**src/rtl/escaner_teclado.sv**
```systemverilog
// 4x4 keypad scanner: drives columns one-hot active-low, debounces the rows,
// encodes the key and holds it until the reader acknowledges it.
module escaner_teclado #(
    parameter int SCAN_DIV  = 50000,
    parameter int DEB_TICKS = 4
) (
    input  logic       clk,
    input  logic       rst,
    input  logic [3:0] fil,
    output logic [3:0] col,
    output logic [3:0] key_code,
    output logic       key_valid,
    input  logic       ack_read
);

    localparam int CNT_W = (SCAN_DIV > 1) ? $clog2(SCAN_DIV) : 1;
    localparam int DEB_W = $clog2(DEB_TICKS + 1);

    localparam logic [CNT_W-1:0] SLOT_LAST = CNT_W'(SCAN_DIV - 1);
    localparam logic [CNT_W-1:0] SLOT_ONE  = CNT_W'(1);
    localparam logic [DEB_W-1:0] DEB_LAST  = DEB_W'(DEB_TICKS - 1);
    localparam logic [DEB_W-1:0] DEB_ONE   = DEB_W'(1);
    localparam logic [DEB_W-1:0] DEB_ZERO  = DEB_W'(0);

    typedef enum logic [1:0] {
        ST_SCAN     = 2'd0,
        ST_DEBOUNCE = 2'd1,
        ST_VALID    = 2'd2,
        ST_RELEASE  = 2'd3
    } state_t;

    // Lowest-index low row wins; only called with at least one row low.
    function automatic logic [3:0] encode_key(input logic [3:0] rows_n,
                                              input logic [1:0] col_idx);
        logic [1:0] row;
        logic [3:0] code;
        if (rows_n[0] == 1'b0) begin
            row = 2'd0;
        end else if (rows_n[1] == 1'b0) begin
            row = 2'd1;
        end else if (rows_n[2] == 1'b0) begin
            row = 2'd2;
        end else begin
            row = 2'd3;
        end
        case ({row, col_idx})
            4'd0:    code = 4'h1;
            4'd1:    code = 4'h2;
            4'd2:    code = 4'h3;
            4'd3:    code = 4'hA;
            4'd4:    code = 4'h4;
            4'd5:    code = 4'h5;
            4'd6:    code = 4'h6;
            4'd7:    code = 4'hB;
            4'd8:    code = 4'h7;
            4'd9:    code = 4'h8;
            4'd10:   code = 4'h9;
            4'd11:   code = 4'hC;
            4'd12:   code = 4'hE;
            4'd13:   code = 4'h0;
            4'd14:   code = 4'hF;
            4'd15:   code = 4'hD;
            default: code = 4'h0;
        endcase
        return code;
    endfunction

    function automatic logic [3:0] col_drive(input logic [1:0] col_idx);
        return ~(4'b0001 << col_idx);
    endfunction

    logic [3:0]       fil_meta_r;
    logic [3:0]       fil_sync_r;
    logic [CNT_W-1:0] slot_cnt_r;
    logic             tick_s;

    state_t           state_r;
    state_t           state_nxt_s;
    logic [1:0]       col_idx_r;
    logic [1:0]       col_idx_nxt_s;
    logic [DEB_W-1:0] deb_cnt_r;
    logic [DEB_W-1:0] deb_cnt_nxt_s;
    logic [3:0]       ref_r;
    logic [3:0]       ref_nxt_s;
    logic [3:0]       code_nxt_s;
    logic             valid_nxt_s;
    logic [3:0]       col_nxt_s;

    // Two-flop synchronizer; resets to "no row pulled low".
    always_ff @(posedge clk or posedge rst) begin
        if (rst) begin
            fil_meta_r <= 4'hF;
            fil_sync_r <= 4'hF;
        end else begin
            fil_meta_r <= fil;
            fil_sync_r <= fil_meta_r;
        end
    end

    // Free-running column slot counter.
    always_ff @(posedge clk or posedge rst) begin
        if (rst) begin
            slot_cnt_r <= '0;
        end else if (slot_cnt_r == SLOT_LAST) begin
            slot_cnt_r <= '0;
        end else begin
            slot_cnt_r <= slot_cnt_r + SLOT_ONE;
        end
    end

    assign tick_s = (slot_cnt_r == SLOT_LAST);

    // FSM state and registered outputs.
    always_ff @(posedge clk or posedge rst) begin
        if (rst) begin
            state_r   <= ST_SCAN;
            col_idx_r <= 2'd0;
            deb_cnt_r <= DEB_ZERO;
            ref_r     <= 4'hF;
            col       <= 4'b1110;
            key_code  <= 4'h0;
            key_valid <= 1'b0;
        end else begin
            state_r   <= state_nxt_s;
            col_idx_r <= col_idx_nxt_s;
            deb_cnt_r <= deb_cnt_nxt_s;
            ref_r     <= ref_nxt_s;
            col       <= col_nxt_s;
            key_code  <= code_nxt_s;
            key_valid <= valid_nxt_s;
        end
    end

    // Next-state logic; the column only moves in SCAN or when leaving a frozen state.
    always_comb begin
        state_nxt_s   = state_r;
        col_idx_nxt_s = col_idx_r;
        deb_cnt_nxt_s = deb_cnt_r;
        ref_nxt_s     = ref_r;
        code_nxt_s    = key_code;
        valid_nxt_s   = key_valid;
        case (state_r)
            ST_SCAN: begin
                if (tick_s) begin
                    if (fil_sync_r == 4'hF) begin
                        col_idx_nxt_s = col_idx_r + 2'd1;
                    end else begin
                        ref_nxt_s     = fil_sync_r;
                        deb_cnt_nxt_s = DEB_ZERO;
                        state_nxt_s   = ST_DEBOUNCE;
                    end
                end else begin
                    state_nxt_s = ST_SCAN;
                end
            end
            ST_DEBOUNCE: begin
                if (tick_s) begin
                    if (fil_sync_r == ref_r) begin
                        if (deb_cnt_r == DEB_LAST) begin
                            code_nxt_s    = encode_key(ref_r, col_idx_r);
                            valid_nxt_s   = 1'b1;
                            deb_cnt_nxt_s = DEB_ZERO;
                            state_nxt_s   = ST_VALID;
                        end else begin
                            deb_cnt_nxt_s = deb_cnt_r + DEB_ONE;
                        end
                    end else begin
                        col_idx_nxt_s = col_idx_r + 2'd1;
                        state_nxt_s   = ST_SCAN;
                    end
                end else begin
                    state_nxt_s = ST_DEBOUNCE;
                end
            end
            ST_VALID: begin
                if (key_valid && ack_read) begin
                    valid_nxt_s   = 1'b0;
                    deb_cnt_nxt_s = DEB_ZERO;
                    state_nxt_s   = ST_RELEASE;
                end else begin
                    state_nxt_s = ST_VALID;
                end
            end
            ST_RELEASE: begin
                if (tick_s) begin
                    if (fil_sync_r == 4'hF) begin
                        if (deb_cnt_r == DEB_LAST) begin
                            deb_cnt_nxt_s = DEB_ZERO;
                            col_idx_nxt_s = col_idx_r + 2'd1;
                            state_nxt_s   = ST_SCAN;
                        end else begin
                            deb_cnt_nxt_s = deb_cnt_r + DEB_ONE;
                        end
                    end else begin
                        deb_cnt_nxt_s = DEB_ZERO;
                    end
                end else begin
                    state_nxt_s = ST_RELEASE;
                end
            end
            default: begin
                state_nxt_s   = ST_SCAN;
                col_idx_nxt_s = 2'd0;
                deb_cnt_nxt_s = DEB_ZERO;
                valid_nxt_s   = 1'b0;
            end
        endcase
        col_nxt_s = col_drive(col_idx_nxt_s);
    end

endmodule

```
**config.mk**
```make
export PLATFORM = sky130hd
export DESIGN_NAME = escaner_teclado
export DESIGN_NICKNAME = d
export VERILOG_FILES = /design/src/rtl/escaner_teclado.sv
export SDC_FILE = /design/constraint.sdc
export NUM_CORES = 1
export LEC_CHECK = 0
export BUFFER_PORTS_ARGS = -buffer_cell sky130_fd_sc_hd__buf_2
export CAP_MARGIN = 20
export CORE_ASPECT_RATIO = 1.5
export CORE_MARGIN = 5
export CORE_UTILIZATION = 33
export DETAILED_ROUTE_END_ITERATION = 12
export PLACE_DENSITY = 0.54
export SLEW_MARGIN = 5
export SYNTH_ARGS = -nofsm -noshare
export SYNTH_HDL_FRONTEND = slang
export SYNTH_SLANG_ARGS = --single-unit
export TNS_END_PERCENT = 1
```
**constraint.sdc**
```tcl
create_clock -name clk -period 2.7 [get_ports clk]
set_input_delay 0.27 -clock clk [delete_from_list [all_inputs] [get_ports clk]]
set_output_delay 0.27 -clock clk [all_outputs]
set_load 0.02 [all_outputs]
```
==> flow_summary.json <==
{
  "clock_latency_ps": 290,
  "layout_common_cells": "29 x dfrtp_1, 15 x dfstp_2, 15 x buf_2",
  "num_antenna_cells": 0,
  "postCtsSetupRepairBufs": 0,
  "fin_cells": 288,
  "routedWlPerCell_um": 14.34,
  "ant_nets": 0,
  "synth_cell_type_count": 50,
  "setup_viol": 0,
  "cts_made_buffers": 5,
  "grt_util_all_layers_pct": 10.42,
  "drv_slew": 0,
  "peakVddDrop_uv": 188.7,
  "setup_tns_ps": 0,
  "grt-ovfl-total": 0,
  "hold_viol": 0,
  "vias": 1451,
  "cts_resized": 0,
  "seq_area_um2": 1120,
  "period_needed_ps": 1934,
  "cp-start-kind": "flip-flop",
  "worstHoldPathType": "primary input to flip-flop",
  "worstMarginPinSlew_ps": 471.0,
  "nFillCells": 685,
  "critical_path_class": "flip-flop to flip-flop",
  "cts_tree": "yes",
  "cts_hold_buffers": 1,
  "rsz0062_at_grt": "false",
  "final_area_um2": 2526,
  "r2r_cells": 5,
  "die_area_um2": 8696,
  "htree_levels": 2,
  "required_ps": 2880,
  "dp_slack_ps": 753.2,
  "power_density_nw_per_um2": 447.7,
  "cts_root_buf": "clkbuf_8",
  "num_io_pins": 16,
  "yosysWarnings": 0,
  "finalClockSkew_ps": 8.887,
  "netlist_instances": 194,
  "core_um2": 6805,
  "fp.dieH_um": 111.7,
  "holdPathStages": 1,
  "die_w_um": 77.83,
  "dr.pass1.iters": 4,
  "synth-main-ff-cell": "dfrtp_1",
  "end_kind": "flip-flop",
  "antenna_found_initial": 0,
  "nets": 222,
  "async_reset_ff_share_pct": 100.0,
  "crit_arrival_ps": 2110,
  "drv_cap": 0,
  "viasPerCell": 5.038,
  "avgSynthCellArea_um2": 11.74,
  "dp_hpwl_um": 3006,
  "synth_enable_flop_cells": 0,
  "grt_pass1_wl_um": 7224,
  "place.gp.congestion": 0.7635,
  "start_util_pct": 33.46,
  "num_rows": 37,
  "clk_path_buf_depth": 2,
  "io_buffers": 15,
  "syn_nets": 207,
  "drt_wl_total_um": 4131,
  "seq_area_frac_synth_pct": 49.18,
  "netlist_area_um2": 2277,
  "drive_gt1_share_pct": 25.71,
  "fmax_mhz": 517.2,
  "dr.first_iter.drc_count": 67,
  "max-slew-margin-rel_pct": 68.36,
  "post-route-drc-count": 0,
  "cts.sinks": 44,
  "placed_cells": 279,
  "clk_pin_slew_ps": 80,
  "leakage_uw": 0.001049,
  "final_common_cell": "dfrtp_1",
  "worst_slack_ps": 766.5,
  "ys_seq_elements": 44,
  "cp_max_fo": 5,
  "status": "complete, no violations",
  "first_global_vias": 1448,
  "grt_max_degree": 23,
  "placed_cell_area_um2": 2426,
  "multi_input_area_um2": 1069,
  "post-route-period-util_pct": 71.61,
  "syn_to_final_growth_pct": 10.93
}
-- cells by family after synthesis --
group	share of synthesized area, %
AOI/OAI and AO/OA	8.187
xor gates and xnor gates	7.528
adders and majority gates	3.297
buffers and inverters	3.901
DFF	49.18
muxes	7.802
and+or+nand+nor	20.11
-- flip-flops by register name (all words and copies together), names as in the netlist --
signal      flops
key_valid       1
slot_cnt_r     16
state_r         2
key_code        4
col             4
ref_r           4
fil_sync_r      4
deb_cnt_r       3
fil_meta_r      4
col_idx_r       2
-- critical path, stage by stage, from the launching register on --
cell and delay (ps):
dfrtp_1 370, ha_1 270, and3_1 300, nand4_4 160, nor4_4 390, mux2_4 340
-- metrics by stage --
step | total power [uW] | util (%) | hold slack, ps
after floorplan | 703.5 | - | 274.5
after global placement | 716.2 | 35.25 | 347.0
after detailed placement | 721.4 | 35.65 | 212.7
after CTS | 1155 | 37.12 | 58.91
after global routing | 1187 | 37.12 | 45.66
final | 1131 | 37.12 | 74.38
-- cells in the mapped netlist, types with 2 or more instances --
cell type,number,area [um^2]
o21ai_0,6,30.03
nand2b_1,2,12.51
mux2i_1,5,50.05
ha_1,6,75.07
xnor2_2,3,48.80
nor2b_1,4,25.02
xor2_1,5,43.79
dfrtp_1,29,725.7
buf_2,5,25.02
xnor2_1,9,78.83
or3_1,2,12.51
mux2_1,4,45.04
o22a_1,4,35.03
nor2_1,14,52.55
a21oi_1,3,15.01
inv_1,5,18.77
and2_1,3,18.77
and4_1,4,35.03
mux2_4,4,60.06
nand2_1,14,52.55
clkbuf_1,3,11.26
dfstp_2,15,394.1
buf_6,2,22.52
nand3_1,4,20.02
mux2_2,2,22.52
nand4_1,10,62.56
and3_1,3,18.77
and4bb_1,2,25.02
-- worst paths after layout --
check                              startpoint  slack, ps             end
worst max-delay path            slot_cnt_r[0]        770     key_code[1]
worst min register to register  fil_meta_r[2]        350   fil_sync_r[2]
worst max register to register  slot_cnt_r[0]        770     key_code[1]
min in group asynchronous                 rst        440  slot_cnt_r[13]
worst min-delay path                   fil[0]         70   fil_meta_r[0]
max in group asynchronous                 rst       1690        ref_r[2]
-- final cells by class --
type	count	area share, %
Tap cell	78	3.863
Inverter	6	0.8915
Sequential cell	44	44.33
Clock buffer	8	3.566
Timing Repair Buffer	19	5.052
Multi-Input combinational cell	133	42.30
-- layer usage --
layer,track usage (%),wire length (um),vias up
met5,0,0,-
met4,5.161,109,0
met1,12.61,1738,695
met3,2.670,168,9
li1,-,-,722
met2,16.90,2114,25
-- power breakdown --
group / switching, uW / internal, uW / leakage [uW]
Combinational: 19.5 / 13.3 / 0.000460
Sequential: 5.24 / 670 / 0.000543
Clock: 214 / 209 / 0.0000455
Total: 239 / 892 / 0.00105
(Power assumes the default switching activity.)
